--- src/rtl/axi_mm2s_pkg.sv ---
`default_nettype none
// ============================================================================
// Module : axi_mm2s_pkg
// Desc   : Command/status field positions, AXI constants and FSM states for
//          the MM2S command engine.
// Rev    : 1.0  initial release
// ============================================================================
package axi_mm2s_pkg;

   // Command word layout
   localparam int CMD_BTT_MSB    = 22;
   localparam int CMD_EOF_BIT    = 30;
   localparam int CMD_ADDR_LSB   = 32;
   localparam int CMD_ADDR_MSB   = 63;
   localparam int CMD_TAG_LSB    = 64;
   localparam int CMD_TAG_MSB    = 67;

   // Status word layout
   localparam int STS_OKAY_BIT   = 7;
   localparam int STS_SLVERR_BIT = 6;
   localparam int STS_DECERR_BIT = 5;
   localparam int STS_INTERR_BIT = 4;

   localparam logic [2:0] AXI_SIZE_4B    = 3'b010;
   localparam logic [1:0] AXI_BURST_INCR = 2'b01;
   localparam logic [1:0] AXI_RESP_SLV   = 2'b10;
   localparam logic [1:0] AXI_RESP_DEC   = 2'b11;

   localparam int PAGE_BYTES = 4096;
   localparam int PAGE_WORDS = PAGE_BYTES / 4;

   typedef enum logic [2:0] {
      ST_IDLE  = 3'd0,
      ST_CHECK = 3'd1,
      ST_ADDR  = 3'd2,
      ST_DATA  = 3'd3,
      ST_STS   = 3'd4
   } state_t;

endpackage
`default_nettype wire

--- src/rtl/axi_mm2s_burst_calc.sv ---
`default_nettype none
// ============================================================================
// Module : axi_mm2s_burst_calc
// Desc   : ARLEN = min(words_left, max burst, words to 4 KB page end) - 1.
// Rev    : 1.0  initial release
// ============================================================================
module axi_mm2s_burst_calc
   import axi_mm2s_pkg::*;
#(
   parameter int C_MAX_BURST_LEN = 16
) (
   input  logic [9:0]  page_word_off,
   input  logic [20:0] words_left,
   output logic [7:0]  arlen
);

   logic [10:0] page_words;
   logic [20:0] beats;

   always_comb begin
      // 1..1024 words remain before the next 4 KB page boundary
      page_words = 11'(PAGE_WORDS) - {1'b0, page_word_off};
      beats      = words_left;
      if (beats > 21'(C_MAX_BURST_LEN)) begin
         beats = 21'(C_MAX_BURST_LEN);
      end
      if (beats > {10'd0, page_words}) begin
         beats = {10'd0, page_words};
      end
      arlen = 8'(beats - 21'd1);
   end

endmodule
`default_nettype wire

--- src/rtl/axi_mm2s_cmd_engine.sv ---
`default_nettype none
// ============================================================================
// Module : axi_mm2s_cmd_engine
// Desc   : DataMover-style MM2S responder: commands in, INCR read bursts out,
//          read data streamed through, one status word per command.
// Rev    : 1.0  initial release
// ============================================================================
module axi_mm2s_cmd_engine
   import axi_mm2s_pkg::*;
#(
   parameter int         C_M_AXI_ADDR_WIDTH      = 32,
   parameter int         C_M_AXI_DATA_WIDTH      = 32,
   parameter int         C_S_AXIS_CMD_DATA_WIDTH = 72,
   parameter int         C_M_AXIS_STS_DATA_WIDTH = 8,
   parameter int         C_MAX_BURST_LEN         = 16,
   parameter logic [3:0] C_ARCACHE               = 4'b0011,
   parameter logic [4:0] C_ARUSER                = 5'b00001
) (
   input  logic                                 clk,
   input  logic                                 rst,
   input  logic                                 S_AXIS_CMD_TVALID,
   output logic                                 S_AXIS_CMD_TREADY,
   input  logic [C_S_AXIS_CMD_DATA_WIDTH-1:0]   S_AXIS_CMD_TDATA,
   output logic                                 M_AXIS_STS_TVALID,
   input  logic                                 M_AXIS_STS_TREADY,
   output logic [C_M_AXIS_STS_DATA_WIDTH-1:0]   M_AXIS_STS_TDATA,
   output logic [C_M_AXI_ADDR_WIDTH-1:0]        M_AXI_ARADDR,
   output logic [7:0]                           M_AXI_ARLEN,
   output logic [2:0]                           M_AXI_ARSIZE,
   output logic [1:0]                           M_AXI_ARBURST,
   output logic [3:0]                           M_AXI_ARCACHE,
   output logic [4:0]                           M_AXI_ARUSER,
   output logic                                 M_AXI_ARVALID,
   input  logic                                 M_AXI_ARREADY,
   input  logic [C_M_AXI_DATA_WIDTH-1:0]        M_AXI_RDATA,
   input  logic [1:0]                           M_AXI_RRESP,
   input  logic                                 M_AXI_RLAST,
   input  logic                                 M_AXI_RVALID,
   output logic                                 M_AXI_RREADY,
   output logic [C_M_AXI_DATA_WIDTH-1:0]        M_AXIS_MM2S_TDATA,
   output logic [C_M_AXI_DATA_WIDTH/8-1:0]      M_AXIS_MM2S_TKEEP,
   output logic                                 M_AXIS_MM2S_TLAST,
   output logic                                 M_AXIS_MM2S_TVALID,
   input  logic                                 M_AXIS_MM2S_TREADY
);

   state_t                          state_q,      state_d;
   logic [3:0]                      tag_q,        tag_d;
   logic [C_M_AXI_ADDR_WIDTH-1:0]   addr_q,       addr_d;
   logic                            eof_q,        eof_d;
   logic [22:0]                     btt_q,        btt_d;
   logic [20:0]                     words_left_q, words_left_d;
   logic [7:0]                      arlen_q,      arlen_d;
   logic                            arvalid_q,    arvalid_d;
   logic                            sts_valid_q,  sts_valid_d;
   logic                            slverr_q,     slverr_d;
   logic                            decerr_q,     decerr_d;
   logic                            interr_q,     interr_d;

   logic [7:0]  calc_arlen;
   logic [10:0] burst_bytes;
   logic        r_hs;
   logic        cmd_unused;

   assign cmd_unused  = ^{S_AXIS_CMD_TDATA[71:68], S_AXIS_CMD_TDATA[31],
                          S_AXIS_CMD_TDATA[29:23]};
   assign burst_bytes = {1'b0, arlen_q, 2'b00} + 11'd4;
   assign r_hs        = (state_q == ST_DATA) && M_AXI_RVALID && M_AXIS_MM2S_TREADY;

   // Sized for the burst about to be issued, so AR fields are registered
   axi_mm2s_burst_calc #(
      .C_MAX_BURST_LEN (C_MAX_BURST_LEN)
   ) u_burst_calc (
      .page_word_off (addr_d[11:2]),
      .words_left    (words_left_d),
      .arlen         (calc_arlen)
   );

   always_comb begin
      state_d      = state_q;
      tag_d        = tag_q;
      addr_d       = addr_q;
      eof_d        = eof_q;
      btt_d        = btt_q;
      words_left_d = words_left_q;
      slverr_d     = slverr_q;
      decerr_d     = decerr_q;
      interr_d     = interr_q;
      case (state_q)
         ST_IDLE: begin
            if (S_AXIS_CMD_TVALID) begin
               tag_d   = S_AXIS_CMD_TDATA[CMD_TAG_MSB:CMD_TAG_LSB];
               addr_d  = C_M_AXI_ADDR_WIDTH'(S_AXIS_CMD_TDATA[CMD_ADDR_MSB:CMD_ADDR_LSB]);
               eof_d   = S_AXIS_CMD_TDATA[CMD_EOF_BIT];
               btt_d   = S_AXIS_CMD_TDATA[CMD_BTT_MSB:0];
               state_d = ST_CHECK;
            end
         end
         ST_CHECK: begin
            if ((btt_q == 23'd0) || (btt_q[1:0] != 2'b00) || (addr_q[1:0] != 2'b00)) begin
               interr_d = 1'b1;
               state_d  = ST_STS;
            end else begin
               words_left_d = btt_q[22:2];
               state_d      = ST_ADDR;
            end
         end
         ST_ADDR: begin
            if (M_AXI_ARREADY) begin
               state_d = ST_DATA;
            end
         end
         ST_DATA: begin
            if (r_hs) begin
               words_left_d = words_left_q - 21'd1;
               if (M_AXI_RRESP == AXI_RESP_SLV) slverr_d = 1'b1;
               if (M_AXI_RRESP == AXI_RESP_DEC) decerr_d = 1'b1;
               if (M_AXI_RLAST) begin
                  if (words_left_d == 21'd0) begin
                     state_d = ST_STS;
                  end else begin
                     addr_d  = addr_q + C_M_AXI_ADDR_WIDTH'(burst_bytes);
                     state_d = ST_ADDR;
                  end
               end
            end
         end
         ST_STS: begin
            if (M_AXIS_STS_TREADY) begin
               slverr_d = 1'b0;
               decerr_d = 1'b0;
               interr_d = 1'b0;
               state_d  = ST_IDLE;
            end
         end
         default: state_d = ST_IDLE;
      endcase
   end

   assign arlen_d     = (state_d == ST_ADDR) ? calc_arlen : arlen_q;
   assign arvalid_d   = (state_d == ST_ADDR);
   assign sts_valid_d = (state_d == ST_STS);

   always_ff @(posedge clk) begin
      if (rst) begin
         state_q      <= ST_IDLE;
         tag_q        <= 4'd0;
         addr_q       <= '0;
         eof_q        <= 1'b0;
         btt_q        <= 23'd0;
         words_left_q <= 21'd0;
         arlen_q      <= 8'd0;
         arvalid_q    <= 1'b0;
         sts_valid_q  <= 1'b0;
         slverr_q     <= 1'b0;
         decerr_q     <= 1'b0;
         interr_q     <= 1'b0;
      end else begin
         state_q      <= state_d;
         tag_q        <= tag_d;
         addr_q       <= addr_d;
         eof_q        <= eof_d;
         btt_q        <= btt_d;
         words_left_q <= words_left_d;
         arlen_q      <= arlen_d;
         arvalid_q    <= arvalid_d;
         sts_valid_q  <= sts_valid_d;
         slverr_q     <= slverr_d;
         decerr_q     <= decerr_d;
         interr_q     <= interr_d;
      end
   end

   assign S_AXIS_CMD_TREADY = (state_q == ST_IDLE) && !rst;

   assign M_AXI_ARADDR  = addr_q;
   assign M_AXI_ARLEN   = arlen_q;
   assign M_AXI_ARSIZE  = AXI_SIZE_4B;
   assign M_AXI_ARBURST = AXI_BURST_INCR;
   assign M_AXI_ARCACHE = C_ARCACHE;
   assign M_AXI_ARUSER  = C_ARUSER;
   assign M_AXI_ARVALID = arvalid_q;

   // Read channel is a zero-latency pass-through onto the output stream
   assign M_AXI_RREADY       = (state_q == ST_DATA) && M_AXIS_MM2S_TREADY;
   assign M_AXIS_MM2S_TVALID = (state_q == ST_DATA) && M_AXI_RVALID;
   assign M_AXIS_MM2S_TDATA  = M_AXI_RDATA;
   assign M_AXIS_MM2S_TKEEP  = '1;
   assign M_AXIS_MM2S_TLAST  = (state_q == ST_DATA) && M_AXI_RLAST &&
                               (words_left_q == 21'd1) && eof_q;

   assign M_AXIS_STS_TVALID = sts_valid_q;
   assign M_AXIS_STS_TDATA  = C_M_AXIS_STS_DATA_WIDTH'({
                                 !(slverr_q || decerr_q || interr_q),
                                 slverr_q, decerr_q, interr_q, tag_q});

endmodule
`default_nettype wire

--- config.mk ---
export PLATFORM = sky130hd
export DESIGN_NAME = axi_mm2s_cmd_engine
export DESIGN_NICKNAME = d
export VERILOG_FILES = /design/src/rtl/axi_mm2s_pkg.sv /design/src/rtl/axi_mm2s_burst_calc.sv /design/src/rtl/axi_mm2s_cmd_engine.sv
export SDC_FILE = /design/constraint.sdc
export NUM_CORES = 1
export LEC_CHECK = 0
export ABC_AREA = 1
export CORE_ASPECT_RATIO = 1.1
export CORE_MARGIN = 2
export CORE_UTILIZATION = 49
export DETAILED_ROUTE_END_ITERATION = 8
export MAX_ROUTING_LAYER = met4
export PLACE_DENSITY = 0.91
export SYNTH_ARGS = -nofsm -noshare
export SYNTH_HDL_FRONTEND = slang
export SYNTH_HIERARCHICAL = 1
export SYNTH_SLANG_ARGS = --single-unit
--- constraint.sdc ---
create_clock -name clk -period 5.4 [get_ports clk]
set_input_delay 0.54 -clock clk [delete_from_list [all_inputs] [get_ports clk]]
set_output_delay 0.54 -clock clk [all_outputs]
set_load 0.02 [all_outputs]
==> reports/metrics.yaml, run 1 <==
status: "complete, no violations"
drtIter0Drc: 697
grt_pass1_wl_um: 36600
synthArstFlopShare: 0
nets: 1441
fin_skew_ns: 0.0149
syn_avg_cell_area_sq_um: 6.40
dp_slack_ns: 0.0474
grt_max_degree: 47
wire_per_inst_um: 15.8
antennaDiodeCount: 0
netlist_area_sq_um: 7700
synth_top_area_share: 0.252
cts_tree: "built"
yosysMostFrequentCell: "nand2_1"
cp_common_cell: "nand2_1"
arrival_ns: 5.52
critical_path.max_fanout: 8
drc: 0
cts_htree_levels: 3
dieArea_sq_um: 16700
crit_buf_inv: 7
initial_core_util: 0.495
post-route-period-util: 0.977
gr-usage-all-layers: 0.282
ir_worst_vdd_uv: 187
rows: 48
clock_latency_ns: 0.37
hold_path.class: "flop to flop"
cts_sinks: 97
gp_congestion: 0.988
drv_cap: 0
synthCells: 1202
synth_warnings: 6
drt_wl_total_um: 23700
ys_ff_latch: 97
synth_area_leaders: "dfxtp_1 25%, nand2_1 14%, nor2_1 7.0%"
critPathMaxStageDelay_ns: 0.37
cpMaxStageDelayCell: "dfxtp_4"
ys_seq_area_frac: 0.252
cp-start-kind: "flop"
finalHoldViolCount: 0
tightest_slew_ns: 1.02
synth.distinct_cells: 47
leakage_nw: 4.18
grt_pass1_vias: 7654
numCtsBuffers: 9
utilization: 0.601
end_kind: "flop"
clock-root-buffer: "clkbuf_16"
vias_per_cell: 5.52
synth-edff-count: 0
coreArea_sq_um: 15600
slew_viol_final: 0
area_growth_pct: 21.4
antenna_left: 0
clock_path_buffers: 2
critPathRequiredTime_ns: 5.65
synth_flop_cell: "dfxtp_1"
critPathKind: "flop to flop"
die_h_um: 135
die_w_um: 124
io_buffers: 123
yosys-top-cells-count: "287 x nand2_1, 144 x nor2_1, 137 x inv_1"
grt-ovfl-total: 0
ios: 218
slew_headroom: 0.318
first_pass_iters: 5
routed-via-count: 8273
fmax_mhz: 190
setup_viol: 0
period_needed_ns: 5.27
antenna_found_initial: 0
layout-drive-gt1-share: 0.111
fin_ws_ns: 0.126
clk_pin_slew_ns: 0.07
dpl.hpwl_um: 17400
crit_family: "simple AND/OR/NAND/NOR gates"
power_density_nw_per_um2: 324
holdWs_ns: 0.473
yosysTopAreaCell: "dfxtp_1"
==> placed cells by master (no fill, tap or decap), types with 4 or more instances in the layout <==
cell type        Yosys  routed
a21oi_1             53      53
nand3b_1            15      15
conb_1               3      24
a31oi_1             26      26
xor2_1              20      18
a22oi_1              4       4
buf_4               56      23
nor3_1              16      15
nand2_1            287     285
xnor2_1             14      13
nor2_1             144     135
ha_4                 0       4
nor2_4               9      14
nand2_2             19      21
dfxtp_1             97      96
ha_1                32      27
clkbuf_16            0       9
nand4_1             23      23
nand3_2              7      11
a41oi_1              7       7
o22ai_1              4       4
inv_2               10      13
nor2_2              14      19
nor4_1               6       6
o21ai_0             48      48
clkdlybuf4s50_1      0     123
inv_1              137     134
nand2_4              8       7
nand3_1             89      85
==> cell type report <==
cell class	instances	area, sq um
Inverter	150	563
Tap cell	200	250
Sequential cell	97	1950
Multi-Input combinational cell	888	4860
Clock inverter	6	72.6
Fill cell	1430	6210
Timing Repair Buffer	148	1430
Clock buffer	10	229
==> layer usage <==
layer  vias to the layer above  track usage  wire, um
li1                       3999            -         -
met1                      3808        0.344     10000
met2                       373        0.468     11100
met3                        93       0.0391      1650
met4                         0        0.112       943
met5                         -            -         0
==> tightest hold or removal path, stage by stage (launching register included) <==
cell     delay (ns)
dfxtp_1        0.31
inv_1          0.06
a21oi_1        0.05
==> registers in the layout, indices dropped and copies added (netlist names) <==
| register | count |
|---|---|
| M_AXI_ARADDR | 32 |
| M_AXI_ARLEN | 8 |
| state_q | 3 |
| tag_q | 4 |
| eof_q | 1 |
| btt_q | 23 |
| M_AXIS_STS_TVALID | 1 |
| interr_q | 1 |
| words_left_q | 21 |
| decerr_q | 1 |
| slverr_q | 1 |
| M_AXI_ARVALID | 1 |
==> per-stage QoR <==
step / setup TNS, ns / std cells / instance area (sq um) / power (mW)
finish: 0 / 1499 / 9350 / 3.03
floorplan: 0 / 1223 / 7780 / 1.90
CTS: 0 / 1491 / 9130 / 2.94
global route: -0.148 / 1499 / 9350 / 3.20
global placement: 0 / 1474 / 8810 / 2.21
detailed placement: 0 / 1474 / 8810 / 2.25
==> power by group <==
group	internal, mW	leakage [nW]	switching [mW]
Clock	0.366	0.144	0.321
Combinational	0.537	3.24	0.899
Sequential	0.803	0.797	0.101
==> kinds of logic after synthesis <==
| kind of cell | count (synthesis) | synth area share |
|---|---|---|
| buf+inv | 239 | 0.149 |
| compound gates | 154 | 0.118 |
| fa+ha+maj | 33 | 0.0546 |
| other cells | 3 | 0.00146 |
| flops | 97 | 0.252 |
| xor+xnor | 34 | 0.0387 |
| simple gates | 642 | 0.386 |
==> worst paths after layout <==
| path | start | endpoint | slack [ns] | cells after the start |
|---|---|---|---|---|
| worst min-delay path | btt_q[14]$_SDFFE_PP0P_ | btt_q[14]$_SDFFE_PP0P_ | 0.47 | 2 |
| worst min register to register | btt_q[14]$_SDFFE_PP0P_ | btt_q[14]$_SDFFE_PP0P_ | 0.47 | 2 |
| worst max-delay path | words_left_q[1]$_SDFF_PP0_ | M_AXI_ARLEN[4]$_SDFFE_PP0N_ | 0.13 | 41 |
| worst max register to register | words_left_q[1]$_SDFF_PP0_ | M_AXI_ARLEN[4]$_SDFFE_PP0N_ | 0.13 | 41 |
==> timing repair <==
action	in CTS	in global routing
pin swaps	1	8
cloned	1	0
endpoints found under the hold margin	0	0
resized for setup	3	35
endpoints found under the setup margin	3	7
buffers inserted	0	8
hold buffers	0	0
Power figures use the tool's default switching activity.
==> inputs of run 2 (changes only) <==
Settings changed: SETUP_SLACK_MARGIN set to 0.02.
==> reports/metrics.yaml, run 2 (synthesis gave the netlist of run 1 again) <==
critical_path.max_fanout: 8
critPathRequiredTime_ns: 5.65
ios: 218
area_growth_pct: 21.6
antennaDiodeCount: 0
finalPower_mw: 3.04
period_needed_ns: 5.27
cts_sinks: 97
grt-ovfl-total: 0
grt_max_degree: 47
power_density_nw_per_um2: 325
hold_path.class: "flop to flop"
cp_common_cell: "nand2_1"
ir_worst_vdd_uv: 188
arrival_ns: 5.52
wire_per_inst_um: 15.9
dpl.hpwl_um: 17400
die_w_um: 124
end_kind: "flop"
fin_ws_ns: 0.128
coreArea_sq_um: 15600
fin_skew_ns: 0.0155
setup_viol: 0
critPathKind: "flop to flop"
clock_latency_ns: 0.37
cp-start-kind: "flop"
fmax_mhz: 190
die_h_um: 135
post-route-period-util: 0.976
leakage_nw: 4.19
layout_common_cells: "284 x nand2_1, 135 x nor2_1, 134 x inv_1, 123 x clkdlybuf4s50_1, 96 x dfxtp_1"
routed-via-count: 8264
finalHoldViolCount: 0
drv_cap: 0
gr-usage-all-layers: 0.282
final_area_sq_um: 9360
fillers: 1422
nets: 1443
dieArea_sq_um: 16700
cts_htree_levels: 3
first_pass_iters: 5
tightest_slew_ns: 1.03
antenna_found_initial: 0
drtIter0Drc: 807
crit_family: "simple AND/OR/NAND/NOR gates"
rows: 48
gp_congestion: 0.988
slew_viol_final: 0
cts_tree: "built"
slew_headroom: 0.313
drc: 0
critPathMaxStageDelay_ns: 0.37
crit_buf_inv: 7
grt_pass1_vias: 7646
utilization: 0.602
largest_register_ffs: 32
antenna_left: 0
clk_pin_slew_ns: 0.07
dpl_cell_area_sq_um: 8810
grt_pass1_wl_um: 36600
dp_slack_ns: 0.0474
numCtsBuffers: 9
layout-drive-gt1-share: 0.113
vias_per_cell: 5.51
clock_path_buffers: 2
layout_commonest_cell: "nand2_1"
cpMaxStageDelayCell: "dfxtp_4"
drt_wl_total_um: 23900
clock-root-buffer: "clkbuf_16"
io_buffers: 123
cts_hold_buffers: 0
status: "complete, no violations"
initial_core_util: 0.495
run 2: changes by cell type in the layout (fill, tap and decap cells not counted), sizes merged:
cell / delta
buf: +2
run 2: final cells by class:
cell class / instances / area, sq um / share of cell area
Clock inverter: 6 / 72.6 / 0.00775
Tap cell: 200 / 250 / 0.0267
Clock buffer: 10 / 229 / 0.0245
Timing Repair Buffer: 150 / 1440 / 0.154
Sequential cell: 97 / 1950 / 0.208
Multi-Input combinational cell: 888 / 4860 / 0.519
Inverter: 150 / 563 / 0.0601
run 2: report_power, final:
part / leakage [nW] / switching (mW) / internal (mW)
Combinational: 3.25 / 0.908 / 0.542
Clock: 0.144 / 0.321 / 0.366
Sequential: 0.797 / 0.101 / 0.803
Total: 4.19 / 1.33 / 1.71
run 2: worst paths after layout:
| kind | startpoint | to | slack, ns | cells past startpoint |
|---|---|---|---|---|
| min reg2reg | btt_q[14]$_SDFFE_PP0P_ | btt_q[14]$_SDFFE_PP0P_ | 0.47 | 2 |
| max reg2reg | words_left_q[1]$_SDFF_PP0_ | M_AXI_ARLEN[4]$_SDFFE_PP0N_ | 0.13 | 41 |
| min | btt_q[14]$_SDFFE_PP0P_ | btt_q[14]$_SDFFE_PP0P_ | 0.47 | 2 |
| max | words_left_q[1]$_SDFF_PP0_ | M_AXI_ARLEN[4]$_SDFFE_PP0N_ | 0.13 | 41 |
run 2: worst reg2reg max path, delay by kind of cell (launching register included):
kind | cells | cell delay (ns)
xor gates and xnor gates | 2 | 0.35
adders and majority gates | 3 | 0.56
buffers and inverters | 7 | 0.71
DFF | 1 | 0.37
and+or+nand+nor | 29 | 3.17
run 2: timing repair:
action,CTS,global route
setup buffers,0,10
resized for setup,4,35
pin swaps,1,12
endpoints found under the setup margin,4,7
endpoints found under the hold margin,0,0
gates cloned,1,0
run 2: stage by stage:
stage                     hold WS, ns  std cells  TNS (ns)
after floorplan                 0.439       1223         0
after global placement          0.456       1474         0
after detailed placement        0.462       1474         0
after CTS                       0.475       1491         0
after global routing            0.506       1501    -0.126
final                           0.475       1501         0
run 2: routing by layer:
layer,up-vias,share of wire,track usage
met5,-,0,-
met4,0,0.037,0.109
met3,91,0.069,0.0383
met2,362,0.47,0.470
met1,3810,0.42,0.344
li1,4001,-,-
==> inputs of run 3 (changes only) <==
Settings changed: CTS_CLUSTER_DIAMETER set to 40.
==> results of run 3 <==
The final DEF is identical to that of run 2; final timing and power are the same.
